[config.mk]
export PLATFORM = sky130hd
export DESIGN_NAME = cdc_pulse_pacer
export DESIGN_NICKNAME = d
export VERILOG_FILES = /design/src/rtl/cdc_pulse_pacer.sv
export SDC_FILE = /design/constraint.sdc
export NUM_CORES = 1
export LEC_CHECK = 0
export ABC_AREA = 1
export BUFFER_PORTS_ARGS = -buffer_cell sky130_fd_sc_hd__buf_4
export CAP_MARGIN = 20
export CORE_MARGIN = 2
export CORE_UTILIZATION = 35
export DETAILED_ROUTE_END_ITERATION = 6
export GPL_ROUTABILITY_DRIVEN = 0
export GPL_TIMING_DRIVEN = 0
export HOLD_SLACK_MARGIN = 0.06
export SLEW_MARGIN = 10
export SYNTH_ARGS = -nofsm -noshare
export SYNTH_HDL_FRONTEND = slang
export SYNTH_SLANG_ARGS = --single-unit
[constraint.sdc]
create_clock -name clk_src -period 4.7 [get_ports clk_src]
set_clock_uncertainty 0.1 [all_clocks]
set_input_delay 0.47 -clock clk_src [delete_from_list [all_inputs] [get_ports clk_src]]
set_output_delay 0.47 -clock clk_src [all_outputs]
set_load 0.005 [all_outputs]
[src/rtl/cdc_pulse_pacer.sv]
// Source-domain pacer: queues bursty events and re-issues them as spaced
// single-cycle pulses. Optional macro: CDC_PULSE_PACER_DROP_CNT_EN.
module cdc_pulse_pacer #(
    parameter int PEND_WIDTH = 8,
    parameter int GAP_WIDTH  = 10
) (
    input  logic                  clk_src,
    input  logic                  rst_n_src,
    input  logic                  event_in,
    input  logic                  en,
    input  logic [GAP_WIDTH-1:0]  cfg_gap_val,
    input  logic                  clr_ovf,
    output logic                  pulse_out,
    output logic [PEND_WIDTH-1:0] pending_cnt,
    output logic                  busy,
    output logic                  ovf,
    output logic [7:0]            drop_cnt
);

    typedef enum logic {
        IDLE,
        GAP
    } state_t;

    localparam logic [PEND_WIDTH-1:0] PEND_MAX = '1;
    localparam logic [PEND_WIDTH-1:0] PEND_ONE = 1;
    localparam logic [GAP_WIDTH-1:0]  GAP_ONE  = 1;

    state_t                  state_q, state_d;
    logic [GAP_WIDTH-1:0]    gap_cnt_q, gap_cnt_d;
    logic [PEND_WIDTH-1:0]   pend_q, pend_d;
    logic                    pulse_q, pulse_d;
    logic                    ovf_q, ovf_d;
    logic                    issue;
    logic                    drop;
    logic                    pend_full;

    // Issue decision, queue accounting and spacing FSM next state.
    always_comb begin
        pend_full = (pend_q == PEND_MAX);
        issue     = (state_q == IDLE) && en &&
                    ((pend_q != '0) || event_in);
        drop      = event_in && pend_full && !issue;

        // Event+issue together leave the count unchanged (incl. bypass).
        pend_d = pend_q;
        if (event_in && !issue && !pend_full) begin
            pend_d = pend_q + PEND_ONE;
        end else if (!event_in && issue) begin
            pend_d = pend_q - PEND_ONE;
        end

        state_d   = state_q;
        gap_cnt_d = gap_cnt_q;
        unique case (state_q)
            IDLE: begin
                if (issue) begin
                    state_d   = GAP;
                    gap_cnt_d = cfg_gap_val;
                end
            end
            GAP: begin
                // A loaded gap of 0 behaves like 1: minimum period is 2.
                if (gap_cnt_q <= GAP_ONE) begin
                    state_d = IDLE;
                end else begin
                    gap_cnt_d = gap_cnt_q - GAP_ONE;
                end
            end
        endcase

        pulse_d = issue;
        // A drop in the same cycle as a clear keeps the sticky bit set.
        ovf_d   = drop || (ovf_q && !clr_ovf);
    end

    // Core state registers.
    always_ff @(posedge clk_src or negedge rst_n_src) begin
        if (!rst_n_src) begin
            state_q   <= IDLE;
            gap_cnt_q <= '0;
            pend_q    <= '0;
            pulse_q   <= 1'b0;
            ovf_q     <= 1'b0;
        end else begin
            state_q   <= state_d;
            gap_cnt_q <= gap_cnt_d;
            pend_q    <= pend_d;
            pulse_q   <= pulse_d;
            ovf_q     <= ovf_d;
        end
    end

    assign pulse_out   = pulse_q;
    assign pending_cnt = pend_q;
    assign busy        = (pend_q != '0) || (state_q != IDLE);
    assign ovf         = ovf_q;

`ifdef CDC_PULSE_PACER_DROP_CNT_EN
    logic [7:0] drop_cnt_q, drop_cnt_d;

    // Saturating drop counter; a drop during a clear restarts it at 1.
    always_comb begin
        drop_cnt_d = drop_cnt_q;
        if (drop) begin
            if (clr_ovf) begin
                drop_cnt_d = 8'd1;
            end else if (drop_cnt_q != 8'hFF) begin
                drop_cnt_d = drop_cnt_q + 8'd1;
            end
        end else if (clr_ovf) begin
            drop_cnt_d = 8'd0;
        end
    end

    // Drop counter register.
    always_ff @(posedge clk_src or negedge rst_n_src) begin
        if (!rst_n_src) begin
            drop_cnt_q <= 8'd0;
        end else begin
            drop_cnt_q <= drop_cnt_d;
        end
    end

    assign drop_cnt = drop_cnt_q;
`else
    assign drop_cnt = 8'd0;
`endif

endmodule
Word level (Yosys, flattened, before mapping)
Index checks and enable logic that the tools add are counted.

$add $sub $neg: 3. $lt $le $gt $ge: 1. Equal/unequal tests: 3. Mux-type cells: 8. Reductions and logical operators: 18. Bitwise gates (word level): 1.

Operators by type and width (count): $mux W10 (2); $pmux W10 S2 (1); $mux W8 (2); $le A10 B1 Y1 const B (1); $sub A10 B1 Y10 const B (1); $add A8 B1 Y8 const B (1); $eq A8 B8 Y1 const B (1); $logic_and A1 B1 Y1 (8); $reduce_bool A8 Y1 (1); $sub A8 B1 Y8 const B (1); $logic_not A1 Y1 (4); $ne A2 B2 Y1 const B (2); $logic_or A1 B1 Y1 (3); $mux W1 (2); $pmux W1 S2 (1); $reduce_and A2 Y1 (1); $reduce_bool A2 Y1 (1); $not A1 Y1 (1).

Output and inout port bits: 19. Input bits: 15. Logic and storage cells: 39. Register bits: 21.

Longest topological paths before layout
Gate-level depths: netlist (run 1).

Depth in word-level cells: 7. Gate-level depth with buffers: 15. Mapped depth without buffers: 15.

Worst setup path before layout (run 1)
No wires, ideal clock.

Path kind: input-to-reg. From: input en. To: register pend_q[7], in the netlist pending_cnt[7]. Slack: 2658 ps. Setup time: 117 ps. Cell stages on the path: 12. Required time: 4483 ps. Arrival time: 1825 ps. Path through: inv_1 -> nor2_2 -> nor2_2 -> nand2_2 -> ha_1 -> or2_2 -> nand2_1 -> o21ai_0 -> nand2_1 -> nand2_1 -> nand2_1 -> nand2_1.

Longest elaborated chain between the ends: 6. Elaborated cells between the ends (all ways): 8. Classes of those cells: mux (1); reduce/logical (7).

RTL lines: from (decl) (line 10) `input logic en,`; $logic_and A1 B1 Y1 (*) (2 in a row) (line 41) `issue = (state_q == IDLE) && en &&`; $logic_not A1 Y1 (line 47) `if (event_in && !issue && !pend_full) begin`; $logic_and A1 B1 Y1 (2 in a row) (line 47); $mux W8 or $reduce_bool A2 Y1 (tied branches); to (signal assigned) (line 88) `pend_q <= pend_d;`; to (decl) (line 31) `logic [PEND_WIDTH-1:0] pend_q, pend_d;`.

Mark *: on every way between the ends. The rest lies on a longest branch, timed or not. A chain may end at the register's enable or synchronous reset.

Worst setup path after layout (run 1)
From: register pend_q[0], in the netlist pending_cnt[0]. To: register pend_q[7], in the netlist pending_cnt[7].

Longest elaborated chain between the ends: 7. Elaborated cells between the ends (all ways): 14. Classes of those cells: add/sub (2); eq/ne (1); mux (2); reduce/logical (9).

RTL lines: parallel branches: the longest is 7 deep, another holds $sub A8 B1 Y8.

Several ways; the timed one is not identified. The select of a mux whose other input is x is not followed.

==> metrics.txt, run 1 <==
cell breakdown of the critical path nand2_1, nor2_1, nand2_1, nand2_2, ha_1, or2_2, nand2_1, o21ai_0, nand2_1, nand2_1, nand2_1, nand2_1; Setup Crit Path Kind flop to flop; ranking of synthesized cells by instance count sky130_fd_sc_hd__nand2_1 (92), sky130_fd_sc_hd__dfrtp_1 (21), sky130_fd_sc_hd__inv_1 (20), sky130_fd_sc_hd__nor2_1 (12), sky130_fd_sc_hd__nand3_1 (11); source-to-sink clock delay at the later pin of the worst-skew pair 260 ps; antenna cells 0; violation count after the first detailed-route iteration 90; Total Neg Setup Slack 0 ps; Final #Nets 286; Max Fanout on Critical Path 9; aggregate global routing overflow 0; I/O pins 34; reg2reg start pending_cnt[0]; post-route setup slack 2440 ps; Final Hold Slack 279 ps; number of failing hold endpoints at the final stage 0; Yosys top cell by area sky130_fd_sc_hd__dfrtp_1; dpl ws 2370 ps; kind of end point of the critical path flop; path depth of the worst reg2reg path 12; Tightest Hold Check Type primary input to flop; Die Wd 71.5 um; die area 5110 um^2; total global routing track utilization 0.140; biggest area contributors in the synthesized netlist sky130_fd_sc_hd__dfrtp_1 (33%), sky130_fd_sc_hd__nand2_1 (22%), sky130_fd_sc_hd__ha_1 (6.3%); top cell type's share of synthesized area 0.330; power density cells 371 nW/um^2; max-slew violation count 0; ratio of cells with drive above 1 in the final layout 0.226; fillcell total 470; VDD IR-drop max 251 uV; synthesized netlist cell count 224; clock buffer count from CTS 3; average instance area after synthesis 7.11 um^2; asr flop ratio synth 1.00; leakage 1.05 nW; worst min-delay path startpoint clr_ovf; endpoints failing setup 0; via total after detailed routing 1375; CTS sink cnt 21; maximum number of pins on one net before global-route repair 22; max incr delay on CP 480 ps; CORE AREA 4380 um^2; sequential share of the synthesized area 0.330; cell count of the worst hold path 2; CTS H-tree depth 1; combined area of the multi-input logic cells 936 um^2; buffering stage count on the worst path with inverters included 0; Critical-path top delay cell sky130_fd_sc_hd__dfrtp_1; input/output buffers 25; number of detailed-route iterations in the first pass 4; storage element area 526 um^2; worst setup slack for register-to-register paths 2440 ps; worst endpoint data arrival time 2310 ps; worst endpoint required time 4750 ps; number of cells upsized or downsized after cts 0; antenna violations before repair 0; cell mode on critical path sky130_fd_sc_hd__nand2_1; total of flip-flops plus latches after synthesis 21; wire length of the first global-routing pass 5860 um; count leader, synth sky130_fd_sc_hd__nand2_1; post-route clock period utilization 0.480; crit path from pending_cnt[0]; minimum clock period 2260 ps; count of antenna-violating nets left after detailed routing 0; result of the run completed; CTS Root Buffer Type sky130_fd_sc_hd__clkbuf_8; total of max-cap violations 0; post-detailed-routing wire length 3270 um; growth of design area from synthesis to finish 21.0%; endpoint of the worst register-to-register path pending_cnt[7]; hold-critical path endpoint ovf; maximum count of clock buffers along a single path 2; final routed wire length divided by cell count 10.4 um; clock-pin transition on the worst setup and hold timing paths 80 ps; initial core utilization 0.363; average vias per placed instance 4.39; y dimension of the die 71.5 um; Yosys warnings 0; number of enable-type register cells in the synthesized netlist 0; synthesized cell area 1590 um^2; vias in the first global route 1436; CTS tree done; most used flip-flop cell after synthesis sky130_fd_sc_hd__dfrtp_1; Fmax achieved 0.443 GHz; setup repair after global routing missed its margin no; sum of net half-perimeters after detailed placement 2540 um; kind of cell with the highest combined delay on the critical path simple AND/OR/NAND/NOR gates; post-detailed-route DRC marker count 0; number of distinct library cells after synthesis 29; Critical Path Source Type flop; row count 24
worst max-delay path by stage:
stage,to,slack [ps],depth (start not counted)
global route,pending_cnt[7],2150,13
CTS,pending_cnt[7],2410,13
detailed placement,pending_cnt[7],2370,13
finish,pending_cnt[7],2440,12
floorplan,pending_cnt[7],2660,12
global placement,pending_cnt[7],2380,13
metal layers:
| metal | share of wire | up-vias | GRT usage |
|---|---|---|---|
| met3 | 0.034 | 2 | 0.0183 |
| met1 | 0.47 | 594 | 0.171 |
| met4 | 0.0067 | 0 | 0.0398 |
| li1 | - | 760 | - |
| met5 | 0 | - | 0 |
| met2 | 0.49 | 19 | 0.258 |
registers in the layout (all words and copies together), names as in the netlist:
register     flops
gap_cnt_q       10
pulse_out        1
state_q          1
ovf              1
pending_cnt      8
area by class of cell:
type,instances,share of cell area
Multi-Input combinational cell,178,0.486
Sequential cell,21,0.273
Timing Repair Buffer,26,0.103
Buffer,11,0.0409
Inverter,21,0.0409
Tap cell,52,0.0338
Clock buffer,4,0.0234
power by group:
part           switching [mW]  internal (mW)
logic                   0.164          0.162
registers              0.0565          0.216
clock network          0.0577         0.0603
cell families (layout without fill, tap and decap cells):
kind of cell	after synthesis	in the layout	share of synthesized area
other	1	8	0.00235
adder cells (fa/ha/maj)	9	9	0.0754
AND/OR/NAND/NOR	136	136	0.382
flip-flops	21	21	0.330
AO/OA/AOI/OAI	19	19	0.0786
buffers and inverters	32	62	0.0990
XOR/XNOR	6	6	0.0330
cells in the final DEF (no fill, tap or decap), types with 2 or more instances in the layout:
cell type,netlist,final
sky130_fd_sc_hd__a21oi_1,4,4
sky130_fd_sc_hd__buf_4,8,33
sky130_fd_sc_hd__clkbuf_1,2,3
sky130_fd_sc_hd__clkbuf_8,0,3
sky130_fd_sc_hd__conb_1,1,8
sky130_fd_sc_hd__dfrtp_1,21,21
sky130_fd_sc_hd__ha_1,8,8
sky130_fd_sc_hd__inv_1,20,20
sky130_fd_sc_hd__nand2_1,92,92
sky130_fd_sc_hd__nand2_2,2,2
sky130_fd_sc_hd__nand2_4,3,3
sky130_fd_sc_hd__nand3_1,11,11
sky130_fd_sc_hd__nand3_2,3,3
sky130_fd_sc_hd__nand4_1,2,2
sky130_fd_sc_hd__nor2_1,12,12
sky130_fd_sc_hd__nor2_2,4,4
sky130_fd_sc_hd__o21ai_0,8,8
sky130_fd_sc_hd__o21ai_2,2,2
sky130_fd_sc_hd__o31ai_1,2,2
sky130_fd_sc_hd__or2_2,5,5
sky130_fd_sc_hd__xor2_1,5,5
through the flow:
step                total power [mW]  area (um^2)  instances  utilization
finish                         0.715         1930        313        0.439
global route                   0.790         1930        313        0.439
CTS                            0.726         1930        313        0.439
detailed placement             0.606         1870        308        0.427
global placement               0.601         1870        308        0.427
floorplan                      0.493         1620        231            -
what timing repair did:
action	CTS	global route
setup endpoints to repair	0	0
hold endpoints to repair	21	0
hold buffers	1	0
buffers inserted	0	0
Note: power is estimated with default switching activity, not from simulation.
==> run 2: changes to the inputs <==
Clock period 4.7 ns to 1.9 ns, I/O delays scaled along.
==> metrics.txt, run 2 (synthesis results as in run 1) <==
sum of net half-perimeters after detailed placement 2610 um (was 2540 um); source-to-sink clock delay at the later pin of the worst-skew pair 260 ps (about the same); setup repair after global routing missed its margin yes (was no); CP Depth 12 (unchanged); Final #Nets 302 (was 286); CTS tree done (unchanged); worst endpoint required time 1960 ps (was 4750 ps); Final Hold Slack 124 ps (was 279 ps); antenna violations before repair 0 (unchanged); max-slew violation count 0 (unchanged); CTS Root Buffer Type sky130_fd_sc_hd__clkbuf_8 (unchanged); wire length of the first global-routing pass 6060 um (was 5860 um); count of antenna-violating nets left after detailed routing 0 (unchanged); die area 5110 um^2 (unchanged); maximum number of pins on one net before global-route repair 22 (unchanged); Critical Path Source Type flop (unchanged); clock-pin transition on the worst setup and hold timing paths 80 ps (about the same); ratio of cells with drive above 1 in the final layout 0.357 (was 0.226); Total Neg Setup Slack -4.18 ps (was 0 ps); Fmax achieved 0.525 GHz (was 0.443 GHz); I/O pins 34 (unchanged); max incr delay on CP 410 ps (was 480 ps); via total after detailed routing 1494 (was 1375); cell count of the worst hold path 5 (was 2); final cell area excluding filler cells 2180 um^2 (was 1930 um^2); maximum count of clock buffers along a single path 2 (unchanged); vias in the first global route 1391 (was 1436); post-route total power 2.18 mW (was 0.715 mW); path depth of the worst reg2reg path 12 (unchanged); kind of end point of the critical path flop (unchanged); final routed wire length divided by cell count 11.2 um (was 10.4 um); max FFs per register 10 (unchanged); y dimension of the die 71.5 um (unchanged); endpoints failing setup 1 (was 0); cell mode on critical path sky130_fd_sc_hd__nand2_1 (unchanged); number of failing hold endpoints at the final stage 0 (unchanged); kind of cell with the highest combined delay on the critical path simple AND/OR/NAND/NOR gates (unchanged); failing checks setup timing; worst endpoint data arrival time 1960 ps (was 2310 ps); CTS H-tree depth 1 (unchanged); Tightest Hold Check Type primary input to flop (unchanged); total global routing track utilization 0.148 (was 0.140); post-layout util 0.497 (was 0.439); violation count after the first detailed-route iteration 41 (was 90); dpl ws -198 ps (was 2370 ps); Critical-path top delay cell sky130_fd_sc_hd__dfrtp_2 (was sky130_fd_sc_hd__dfrtp_1); CTS sink cnt 21 (unchanged); power density cells 999 nW/um^2 (was 371 nW/um^2); cell breakdown of the critical path nand2_2, nor2_2, nand2_2, nand2_8, fa_2, nand3_2, nand2_2, nand2_1, nand2_1, xor2_1, nand2_1, nand2_1 (was nand2_1, nor2_1, nand2_1, nand2_2, ha_1, or2_2, nand2_1, o21ai_0, nand2_1, nand2_1, nand2_1, nand2_1); row count 24 (unchanged); post-route setup slack -4.18 ps (was 2440 ps); leakage 1.13 nW (was 1.05 nW); post-route clock period utilization 1.00 (was 0.480); top library cells by usage in the layout, fill and taps aside sky130_fd_sc_hd__nand2_1 (86), sky130_fd_sc_hd__buf_4 (49), sky130_fd_sc_hd__inv_1 (20), sky130_fd_sc_hd__dfrtp_1 (12) (was sky130_fd_sc_hd__nand2_1 (92), sky130_fd_sc_hd__buf_4 (33), sky130_fd_sc_hd__dfrtp_1 (21), sky130_fd_sc_hd__inv_1 (20), sky130_fd_sc_hd__nor2_1 (12)); average vias per placed instance 4.54 (was 4.39); antenna cells 0 (unchanged); buffering stage count on the worst path with inverters included 0 (unchanged); initial core utilization 0.363 (unchanged); post-detailed-route DRC marker count 0 (unchanged); clock buffer count from CTS 3 (unchanged); total cell area at the placement stage 1900 um^2 (was 1870 um^2); input/output buffers 25 (unchanged); aggregate global routing overflow 0 (unchanged); Max Fanout on Critical Path 8 (was 9); result of the run finished with violations (was completed); growth of design area from synthesis to finish 36.9% (was 21.0%); CORE AREA 4380 um^2 (unchanged); number of non-filler instances in the completed layout 329 (was 313); post-detailed-routing wire length 3680 um (was 3270 um); number of detailed-route iterations in the first pass 4 (unchanged); total instance count after detailed placement 308 (unchanged); VDD IR-drop max 656 uV (was 251 uV); total of max-cap violations 0 (unchanged); Setup Crit Path Kind flop to flop (unchanged); minimum clock period 1900 ps (was 2260 ps); Die Wd 71.5 um (unchanged); Largest Register gap_cnt_q (unchanged); leading cell type in the layout, fill and taps excluded sky130_fd_sc_hd__nand2_1 (unchanged)
[run 2: changes by cell type in the layout (fill, tap and decap cells not counted), moves of 6 or more]
cell | before | now
sky130_fd_sc_hd__buf_4 | 33 | 49
sky130_fd_sc_hd__dfrtp_1 | 21 | 12
sky130_fd_sc_hd__dfrtp_2 | 0 | 9
sky130_fd_sc_hd__nand2_1 | 92 | 86
[run 2: what timing repair did]
item,in CTS,in global routing
hold buffers,2,0
pin swaps,2,13
hold endpoints to repair,22,0
resized for setup,14,8
buffers inserted,11,5
endpoints found under the setup margin,5,4
[run 2: path summary, 6_finish.rpt]
| path | from | end | slack, ps |
|---|---|---|---|
| min in group asynchronous | rst_n_src | gap_cnt_q[4] | 240 |
| worst min-delay path | cfg_gap_val[5] | gap_cnt_q[5] | 120 |
| max in group asynchronous | rst_n_src | pending_cnt[7] | 1220 |
| worst max-delay path | pending_cnt[1] | pending_cnt[6] | -4 |
| worst min register to register | gap_cnt_q[9] | gap_cnt_q[9] | 390 |
| worst max register to register | pending_cnt[1] | pending_cnt[6] | -4 |
[run 2: tightest hold or removal path, cell delays in order]
cell and delay (ps):
sky130_fd_sc_hd__buf_4 80, sky130_fd_sc_hd__nand2_1 40, sky130_fd_sc_hd__nand2_1 50, sky130_fd_sc_hd__nand2_1 40, sky130_fd_sc_hd__nand2_1 50
[run 2: layout make-up]
class	count	area [um^2]
plain buffers	10	75.1
inverters	21	78.8
multi-input cells	178	1050
well taps	52	65.1
repair buffers	43	328
fillers	447	2200
flip-flops and latches	21	537
clock buffers	4	45.0
[run 2: power breakdown]
part	switching, mW	total (mW)	internal, mW
Sequential	0.0587	0.608	0.549
Combinational	0.619	1.27	0.650
Clock	0.152	0.302	0.150
Total	0.830	2.18	1.35
[run 2: routing by layer]
metal | global-route usage | up-vias | routed length (um)
li1 | - | 791 | -
met1 | 0.189 | 667 | 1610
met2 | 0.260 | 28 | 1870
met3 | 0.0169 | 8 | 114
met4 | 0.0503 | 0 | 82
met5 | 0 | - | 0
